<file path="src/rtl/mmio_pkg.sv">
// Shared constants and types for the memory-mapped I/O block.
package mmio_pkg;

   // Register map (exact 9-bit match; mem_addr[8]=1 selects I/O space)
   localparam logic [8:0] ADDR_LED    = 9'h100;
   localparam logic [8:0] ADDR_SW     = 9'h140;
   localparam logic [8:0] ADDR_TIMER  = 9'h180;
   localparam logic [8:0] ADDR_KEYEVT = 9'h1C0;

   // Bus command encodings (2'b11 also means no operation)
   localparam logic [1:0] MEM_WRITE = 2'b00;
   localparam logic [1:0] MEM_READ  = 2'b01;
   localparam logic [1:0] MEM_NONE  = 2'b10;

   // Per-key debounce states: released, checking a press, held, checking a release
   typedef enum logic [1:0] {
      IDLE_UP = 2'd0,
      CHK_DN  = 2'd1,
      HELD_DN = 2'd2,
      CHK_UP  = 2'd3
   } key_state_t;

endpackage

</file>
<file path="src/rtl/mmio_peripheral_key_debounce.sv">
// One push-button path: 2-flop synchronizer, debounce FSM and stability counter.
// o_press is a one-cycle registered pulse raised when a press is accepted.
module key_debounce
   import mmio_pkg::*;
#(
   parameter int DEBOUNCE_CYCLES = 16
)
(
   input  logic       clk,
   input  logic       reset_n,
   input  logic       i_key_n,
   output logic       o_press,
   output key_state_t o_state
);

   localparam int            CW       = $clog2(DEBOUNCE_CYCLES + 1);
   localparam logic [CW-1:0] CNT_LAST = CW'(DEBOUNCE_CYCLES - 1);

   logic [1:0]    r_sync;
   key_state_t    r_state;
   logic [CW-1:0] r_cnt;
   logic          r_press;
   logic          w_sample;
   logic          w_last;

   assign w_sample = r_sync[1];
   // The sample now being taken is the DEBOUNCE_CYCLES-th consecutive one
   assign w_last   = (r_cnt == CNT_LAST);
   assign o_press  = r_press;
   assign o_state  = r_state;

   // Synchronizer resets to 1 so a released key reads as released
   always_ff @(posedge clk or negedge reset_n) begin
      if (!reset_n) r_sync <= 2'b11;
      else          r_sync <= {r_sync[0], i_key_n};
   end

   // Debounce FSM: count consecutive samples at the opposite level before switching
   always_ff @(posedge clk or negedge reset_n) begin
      if (!reset_n) begin
         r_state <= IDLE_UP;
         r_cnt   <= '0;
         r_press <= 1'b0;
      end else begin
         r_press <= 1'b0;
         case (r_state)
            IDLE_UP: begin
               if (!w_sample) begin
                  if (w_last) begin
                     r_state <= HELD_DN;
                     r_press <= 1'b1;
                     r_cnt   <= '0;
                  end else begin
                     r_state <= CHK_DN;
                     r_cnt   <= r_cnt + 1'b1;
                  end
               end
            end
            CHK_DN: begin
               if (w_sample) begin
                  r_state <= IDLE_UP;
                  r_cnt   <= '0;
               end else if (w_last) begin
                  r_state <= HELD_DN;
                  r_press <= 1'b1;
                  r_cnt   <= '0;
               end else begin
                  r_cnt   <= r_cnt + 1'b1;
               end
            end
            HELD_DN: begin
               if (w_sample) begin
                  if (w_last) begin
                     r_state <= IDLE_UP;
                     r_cnt   <= '0;
                  end else begin
                     r_state <= CHK_UP;
                     r_cnt   <= r_cnt + 1'b1;
                  end
               end
            end
            CHK_UP: begin
               if (!w_sample) begin
                  r_state <= HELD_DN;
                  r_cnt   <= '0;
               end else if (w_last) begin
                  r_state <= IDLE_UP;
                  r_cnt   <= '0;
               end else begin
                  r_cnt   <= r_cnt + 1'b1;
               end
            end
            default: begin
               r_state <= IDLE_UP;
               r_cnt   <= '0;
            end
         endcase
      end
   end

endmodule

</file>
<file path="src/rtl/mmio_peripheral.sv">
// Memory-mapped I/O unit: LED register, synchronized switches, prescaled
// 16-bit timer and sticky debounced key-press flags.
// Bus protocol: no handshake. A read (mem_cmd=01) is answered combinationally
// in the same cycle with read_hit high on a map match; a write (mem_cmd=00)
// commits on the rising clk edge while it is presented. Reads have no side effects.
module mmio_peripheral
   import mmio_pkg::*;
#(
   parameter int TICK_DIV        = 50000,
   parameter int DEBOUNCE_CYCLES = 16,
   parameter int NKEY            = 2
)
(
   input  logic            clk,
   input  logic            reset_n,
   input  logic [1:0]      mem_cmd,
   input  logic [8:0]      mem_addr,
   input  logic [15:0]     write_data,
   input  logic [7:0]      sw_in,
   input  logic [NKEY-1:0] key_in,
   output logic [15:0]     read_data,
   output logic            read_hit,
   output logic [7:0]      ledr
);

   localparam int            PW         = (TICK_DIV > 1) ? $clog2(TICK_DIV) : 1;
   localparam logic [PW-1:0] PRESC_LAST = PW'(TICK_DIV - 1);

   logic [7:0]      r_led;
   logic [7:0]      r_sw_meta;
   logic [7:0]      r_sw_sync;
   logic [PW-1:0]   r_presc;
   logic [15:0]     r_count;
   logic [NKEY-1:0] r_key_flags;

   logic            w_wr;
   logic            w_rd;
   logic [NKEY-1:0] w_key_press;
   logic [NKEY-1:0] w_evt_clr;
   key_state_t      w_unused_key_state [NKEY];

   assign w_wr      = (mem_cmd == MEM_WRITE);
   assign w_rd      = (mem_cmd == MEM_READ);
   assign w_evt_clr = (w_wr && mem_addr == ADDR_KEYEVT) ? write_data[NKEY-1:0] : '0;
   assign ledr      = r_led;

   // LED register, written only through its own address
   always_ff @(posedge clk or negedge reset_n) begin
      if (!reset_n)                         r_led <= '0;
      else if (w_wr && mem_addr == ADDR_LED) r_led <= write_data[7:0];
   end

   // Two-flop switch synchronizer
   always_ff @(posedge clk or negedge reset_n) begin
      if (!reset_n) begin
         r_sw_meta <= '0;
         r_sw_sync <= '0;
      end else begin
         r_sw_meta <= sw_in;
         r_sw_sync <= r_sw_meta;
      end
   end

   // Prescaled timer; a CPU load overrides a coincident tick and restarts the prescaler
   always_ff @(posedge clk or negedge reset_n) begin
      if (!reset_n) begin
         r_presc <= '0;
         r_count <= '0;
      end else if (w_wr && mem_addr == ADDR_TIMER) begin
         r_presc <= '0;
         r_count <= write_data;
      end else if (r_presc == PRESC_LAST) begin
         r_presc <= '0;
         r_count <= r_count + 16'd1;
      end else begin
         r_presc <= r_presc + 1'b1;
      end
   end

   // One debounce path per key
   genvar gi;
   generate
      for (gi = 0; gi < NKEY; gi++) begin : g_key
         key_debounce #(
            .DEBOUNCE_CYCLES(DEBOUNCE_CYCLES)
         ) u_key (
            .clk     (clk),
            .reset_n (reset_n),
            .i_key_n (key_in[gi]),
            .o_press (w_key_press[gi]),
            .o_state (w_unused_key_state[gi])
         );
      end
   endgenerate

   // Sticky event flags: write-1-to-clear, a new press on the same edge wins
   always_ff @(posedge clk or negedge reset_n) begin
      if (!reset_n) r_key_flags <= '0;
      else          r_key_flags <= (r_key_flags & ~w_evt_clr) | w_key_press;
   end

   // Combinational read decode from registered state
   always_comb begin
      read_hit  = 1'b0;
      read_data = 16'h0000;
      if (w_rd) begin
         case (mem_addr)
            ADDR_LED: begin
               read_hit  = 1'b1;
               read_data = {8'h00, r_led};
            end
            ADDR_SW: begin
               read_hit  = 1'b1;
               read_data = {8'h00, r_sw_sync};
            end
            ADDR_TIMER: begin
               read_hit  = 1'b1;
               read_data = r_count;
            end
            ADDR_KEYEVT: begin
               read_hit  = 1'b1;
               read_data = 16'(r_key_flags);
            end
            default: begin
               read_hit  = 1'b0;
               read_data = 16'h0000;
            end
         endcase
      end
   end

endmodule

</file>
<file path="config.mk">
export PLATFORM = sky130hd
export DESIGN_NAME = mmio_peripheral
export DESIGN_NICKNAME = d
export VERILOG_FILES = /design/src/rtl/mmio_pkg.sv /design/src/rtl/mmio_peripheral_key_debounce.sv /design/src/rtl/mmio_peripheral.sv
export SDC_FILE = /design/constraint.sdc
export NUM_CORES = 1
export LEC_CHECK = 0
export ABC_AREA = 1
export BUFFER_PORTS_ARGS = -buffer_cell sky130_fd_sc_hd__buf_4
export CAP_MARGIN = 20
export CORE_ASPECT_RATIO = 1.25
export CORE_MARGIN = 5
export CORE_UTILIZATION = 50
export CTS_BUF_LIST = sky130_fd_sc_hd__clkbuf_4 sky130_fd_sc_hd__clkbuf_8
export CTS_CLUSTER_DIAMETER = 50
export DETAILED_ROUTE_END_ITERATION = 8
export GPL_ROUTABILITY_DRIVEN = 0
export GPL_TIMING_DRIVEN = 0
export PLACE_DENSITY = 0.7
export SLEW_MARGIN = 20
export SYNTH_ARGS = -nofsm -noshare
export SYNTH_HDL_FRONTEND = slang
export SYNTH_HIERARCHICAL = 1
export SYNTH_SLANG_ARGS = --single-unit
export TNS_END_PERCENT = 50
</file>
<file path="constraint.sdc">
create_clock -name clk -period 1.4 [get_ports clk]
set_clock_uncertainty 0.1 [all_clocks]
set_input_delay 0.14 -clock clk [delete_from_list [all_inputs] [get_ports clk]]
set_output_delay 0.14 -clock clk [all_outputs]
set_load 0.1 [all_outputs]
</file>
## Word-level counts from Yosys, hierarchy flattened

Index checks and enable logic that the tools add are counted.

| word-level totals | value |
|---|---|
| register bits | 78 |
| input port bits | 39 |
| output and inout bits | 25 |
| word-level logic and storage cells | 102 |

| cells by class | value |
|---|---|
| $add $sub $neg | 4 |
| equal/unequal tests | 22 |
| mux-type cells | 45 |
| bitwise logic cells | 3 |
| reductions and logical operators | 14 |

Operators by type and width:

| cell | count |
|---|---|
| two-way mux 16 bit | 5 |
| case mux 16 bit (4 select lines) | 1 |
| two-way mux 5 bit | 10 |
| case mux 5 bit (4 select lines) | 2 |
| equality test 9 bit (second input constant) | 4 |
| two-way mux 2 bit | 17 |
| adder 16 x 1 -> 16 bit (second input constant) | 2 |
| equality test 16 bit (second input constant) | 1 |
| case mux 2 bit (4 select lines) | 2 |
| adder 5 x 1 -> 5 bit (second input constant) | 2 |
| equality test 5 x 4 -> 1 bit (second input constant) | 2 |
| equality test 2 bit (second input constant) | 4 |
| two-way mux 1 bit | 8 |
| AND reduction 4 bit | 2 |
| equality test 2 x 1 -> 1 bit (second input constant) | 3 |
| logical NOT 2 bit | 3 |
| != test 3 x 1 -> 1 bit (second input constant) | 2 |
| != test 3 bit (second input constant) | 2 |
| != test 2 x 1 -> 1 bit (second input constant) | 2 |
| != test 2 bit (second input constant) | 2 |
| AND reduction 2 bit | 2 |
| OR reduction 2 bit | 2 |
| OR reduction 4 bit | 1 |
| logical AND 1 bit | 3 |
| 4 further kinds | 4 |

## Depth between registers and ports, before layout

| depth | value |
|---|---|
| word-level depth | 6 |
| mapped depth | 10 |
| gate-level depth less buffers | 10 |

## Modules after synthesis

The synthesis kept the hierarchy.

Modules (own cells, without submodules):

| module | times used | cells each | area an instance (um2) | sequential area each (um2) |
|---|---|---|---|---|
| mmio_peripheral | 1 | 463 | 3,324.4 | 1,451.4 |
| key_debounce | 2 | 44 | 422.9 | 252.7 |

## Worst setup path after synthesis

Ideal clock, no wire load.

| timing | value |
|---|---|
| kind | input to output |
| from | input mem_cmd[0] |
| to | output read_data[0] |
| arrival time | 2.838 ns |
| data required time | 1.160 ns |
| slack | -1.678 ns |
| stages | 6 |
| path buffers | 0 |
| path through | inv_1 -> nor2_1 -> clkinv_1 -> nor3_4 -> inv_1 -> nor2_1 |

| on the way | value |
|---|---|
| cells in the longest elaborated chain, start to end | 2 |

Ends and longest elaborated chain:

| element | RTL line | source |
|---|---|---|
| from (decl) | mmio_peripheral.sv:16 | `input logic [1:0] mem_cmd,` |
| equality test 2 x 1 -> 1 bit | mmio_peripheral.sv:43 | `assign w_rd = (mem_cmd == MEM_READ);` |
| two-way mux 16 bit | mmio_peripheral.sv:106 | `if (w_rd) begin` |
| to (decl) | mmio_peripheral.sv:21 | `output logic [15:0] read_data,` |

Every way passes these cells.

## Worst setup path after layout

| timing | value |
|---|---|
| from | register r_count[0] |
| to | output read_data[0] |

| on the way | value |
|---|---|
| cells in the longest elaborated chain, start to end | 2 |

Ends and longest elaborated chain:

| element | RTL line | source |
|---|---|---|
| from (decl) | mmio_peripheral.sv:33 | `logic [15:0] r_count;` |
| from (signal assigned) | mmio_peripheral.sv:71 | `r_count <= write_data;` |
| from (signal assigned) | mmio_peripheral.sv:74 | `r_count <= r_count + 16'd1;` |
| case mux 16 bit (4 select lines) | mmio_peripheral.sv:107 | `case (mem_addr)` |
| two-way mux 16 bit | mmio_peripheral.sv:106 |  |

Every way passes these cells.

==> summary.md <==
| Metric | Value |
|---|---|
| Die ar. | `0.0103 sq mm` |
| Largest net degree at the start of global routing | `between 70 and 80` |
| CP Data Arrival Time | `1430 ps` |
| Syn-to-layout area delta | `59.1%` |
| Final period util | `1.19` |
| RSZ-0062 raised after global routing | `true` |
| Core area | `0.00819 sq mm` |
| Via/cell ratio | `~5.6` |
| Drt pass-1 iters | `6` |
| Setup WS post-layout | `-269 ps` |
| Final setup viols | `43` |
| Clock-pin slew on the worst setup and hold paths | `90 ps` |
| Distinct cells, synth | `30` |
| Critical path class | `register to output pin` |
| Chip height | `112 um` |
| First-pass GRT wire length | `~20000 um` |
| Fmax | `around 600 MHz` |
| Clock root buffer master | `clkbuf_8` |
| Initial Util | `0.509` |
| Min-Delay Path Class | `primary input to register` |
| Max-cap violations | `0` |
| Register cell area after layout | `0.00197 sq mm` |
| Crit path time final | `about 1700 ps` |
| Max Slew Vio Count | `0` |
| Req. time, crit path | `1160 ps` |
| Post-route DRC | `0` |
| Worst slew pin tran | `523 ps` |
| Initial antenna violation count | `0` |
| Dpl hpwl | `7260 um` |
| Seq/Total Area, Yosys | `0.469` |
| GR Layer Usage met1 | `0.272` |
| Warnings from Yosys | `6` |
| Syn Inst Count | `551` |
| Tot GR Track Use | `0.238` |
| Routed Antenna Nets | `0` |
| Synth Cell Area | `0.00417 sq mm` |
| Final Util | `0.810` |
| TNS Setup | `-6810 ps` |
| Area occupied by multi-input gates | `0.00242 sq mm` |
| Syn Nets | `594` |
| Antenna fix cells | `0` |
| Pwr Total | `0.00607 W` |
| Cells after DPL | `711` |
| # H-tree levels | `3` |
| Pwr per Cell Area | `approximately 910 mW/mm^2` |
| Met3 usage | `0.0349` |
| Pleak | `3.32 nW` |
| Nature of the critical path endpoint | `output pin` |
| Failing checks | `setup timing` |
| Startpoint Class | `register` |
| VDD IR-drop max | `0.948 mV` |
| Vias in the first global route | `4169` |
| Worst-case clock buffer depth | `2` |
| Global routing's busiest layer | `met2` |
| FILL cells | `approximately 470` |
| Final hold violation count | `0` |
| Total CTS buffers | `9` |
| # nets final | `752` |
| Design Area, Final | `around 0.0066 sq mm` |
| Port bufs | `63` |
| Initial DRC Count | `476` |
| Clock Latency Late Sink | `370 ps` |
| CTS Sinks | `78` |
| Max FO, Critical Path | `3` |
| Layout cell share with drive strength beyond 1 | `0.422` |
| Flop2flop setup slack | `-230 ps` |
| Vias post-DR | `roughly 4600` |
| WL final | `around 14000 um` |
| Drt wl/cell | `17.4 um` |
| Dpl cell area | `approximately 0.0049 sq mm` |
| Global route overflow | `0` |
| M2 GR Usage | `0.422` |
| Outcome | `finished with violations` |
| Top Ports | `64` |
| Synthesized flop and latch total | `78` |
| Row cnt | `37` |
| Die width | `91.7 um` |
| Max_slew headroom | `0.650` |
| TritonCTS clock tree | `yes` |
| Finished Layout Cells | `811` |
| Syn Area/Cell | `7.57 sq um` |
## cell type report
cell class,instances,area share
Multi-Input combinational cell,385,0.364
Sequential cell,78,0.296
Timing Repair Buffer,148,0.222
Inverter,77,0.0526
Clock buffer,11,0.0209
Tap cell,97,0.0183
Buffer,10,0.0164
Clock inverter,5,0.00905
## cells in the mapped netlist
cell type | n | area, sq um
nand2_1 | 152 | 571
nand3_1 | 75 | 375
dfrtp_1 | 74 | 1850
inv_1 | 71 | 267
nor2_1 | 66 | 248
nor3_1 | 15 | 75.1
o21ai_0 | 15 | 75.1
nand4_1 | 11 | 68.8
nand2_2 | 9 | 56.3
xor2_1 | 9 | 78.8
a21oi_1 | 8 | 40.0
o21a_1 | 6 | 45.0
inv_2 | 5 | 18.8
buf_2 | 4 | 20.0
dfstp_2 | 4 | 105
ha_1 | 4 | 50.1
buf_4 | 3 | 22.5
buf_6 | 3 | 33.8
a21o_1 | 2 | 15.0
nand3_2 | 2 | 20.0
nand4_2 | 2 | 25.0
nor2_2 | 2 | 12.5
xnor2_1 | 2 | 17.5
and3_1 | 1 | 6.26
clkbuf_1 | 1 | 3.75
clkinv_1 | 1 | 3.75
nand3_4 | 1 | 17.5
nor2_4 | 1 | 11.3
nor2_8 | 1 | 20.0
nor3_4 | 1 | 16.3
## worst max-delay path: stages (launching register included)
cell and delay, ps:
dfrtp_1 430, inv_2 100, o21ai_4 180, nor2_4 60, nor2_4 100, buf_12 180
## sequential cells by signal, summed over array words and instances, names as in the netlist, 4 cells and up
| name | cells |
|---|---|
| r_sw_sync | 8 |
| g_key.u_key/r_cnt | 10 |
| g_key.u_key/o_state | 4 |
| r_presc | 16 |
| g_key.u_key/r_sync | 4 |
| r_count | 16 |
| ledr | 8 |
| r_sw_meta | 8 |
## layout by cell type (no fill, tap or decap), types with 8 or more instances in the layout
cell type and instances:
inv_1 49, xor2_1 9, nor2_4 23, buf_6 25, nand4_1 11, nand3_2 14, nand3_1 58, nor2_2 9
o21ai_0 9, dlygate4sd3_1 22, nand2_2 29, a21oi_1 8, clkbuf_8 9, inv_2 19, nand2_1 125, buf_12 14
buf_4 92, nor2_1 37, dfrtp_1 67
## final timing paths
path                                from                       end  cells past startpoint
max in group asynchronous        reset_n  g_key[0].u_key/r_sync[1]                      3
min                        write_data[3]                   ledr[3]                      4
max                           r_count[0]              read_data[0]                      5
min reg2reg                 r_sw_meta[3]              r_sw_sync[3]                      0
min in group asynchronous        reset_n               r_count[15]                      2
max reg2reg                   r_count[2]               r_count[11]                     10
## cell families (layout without fill, tap and decap cells)
family,count (synthesis),in the layout,synth area share
AND/OR/NAND/NOR,339,339,0.365
AO/OA/AOI/OAI,31,31,0.0420
XOR/XNOR,11,11,0.0231
buffers and inverters,88,251,0.0885
adder cells (fa/ha/maj),4,4,0.0120
flip-flops,78,78,0.469
## per-layer routing
metal / vias up / routed length (um)
li1: 2067 / -
met1: 2178 / 5100
met2: 246 / 7450
met3: 65 / 898
met4: 0 / 641
met5: - / 0
## where the power goes
group          internal [W]  switching, W  total (W)
registers           0.00252      0.000282    0.00280
logic              0.000619      0.000893    0.00151
clock network      0.000867      0.000888    0.00175
## stage by stage
stage | hold WS (ps) | worst slack [ps]
finish | 9.43 | -269
global route | 19.8 | -296
CTS | 9.08 | -194
detailed placement | 150 | -608
global placement | 149 | -589
floorplan | -256 | -841
## timing repair
item,CTS,global route
pin swaps,34,42
gates resized for setup,135,92
setup endpoints to repair,46,50
buffers inserted,26,32
cloned,3,1
hold endpoints to repair,98,0
hold buffers,22,0
Note: power is estimated with default switching activity, not from simulation.
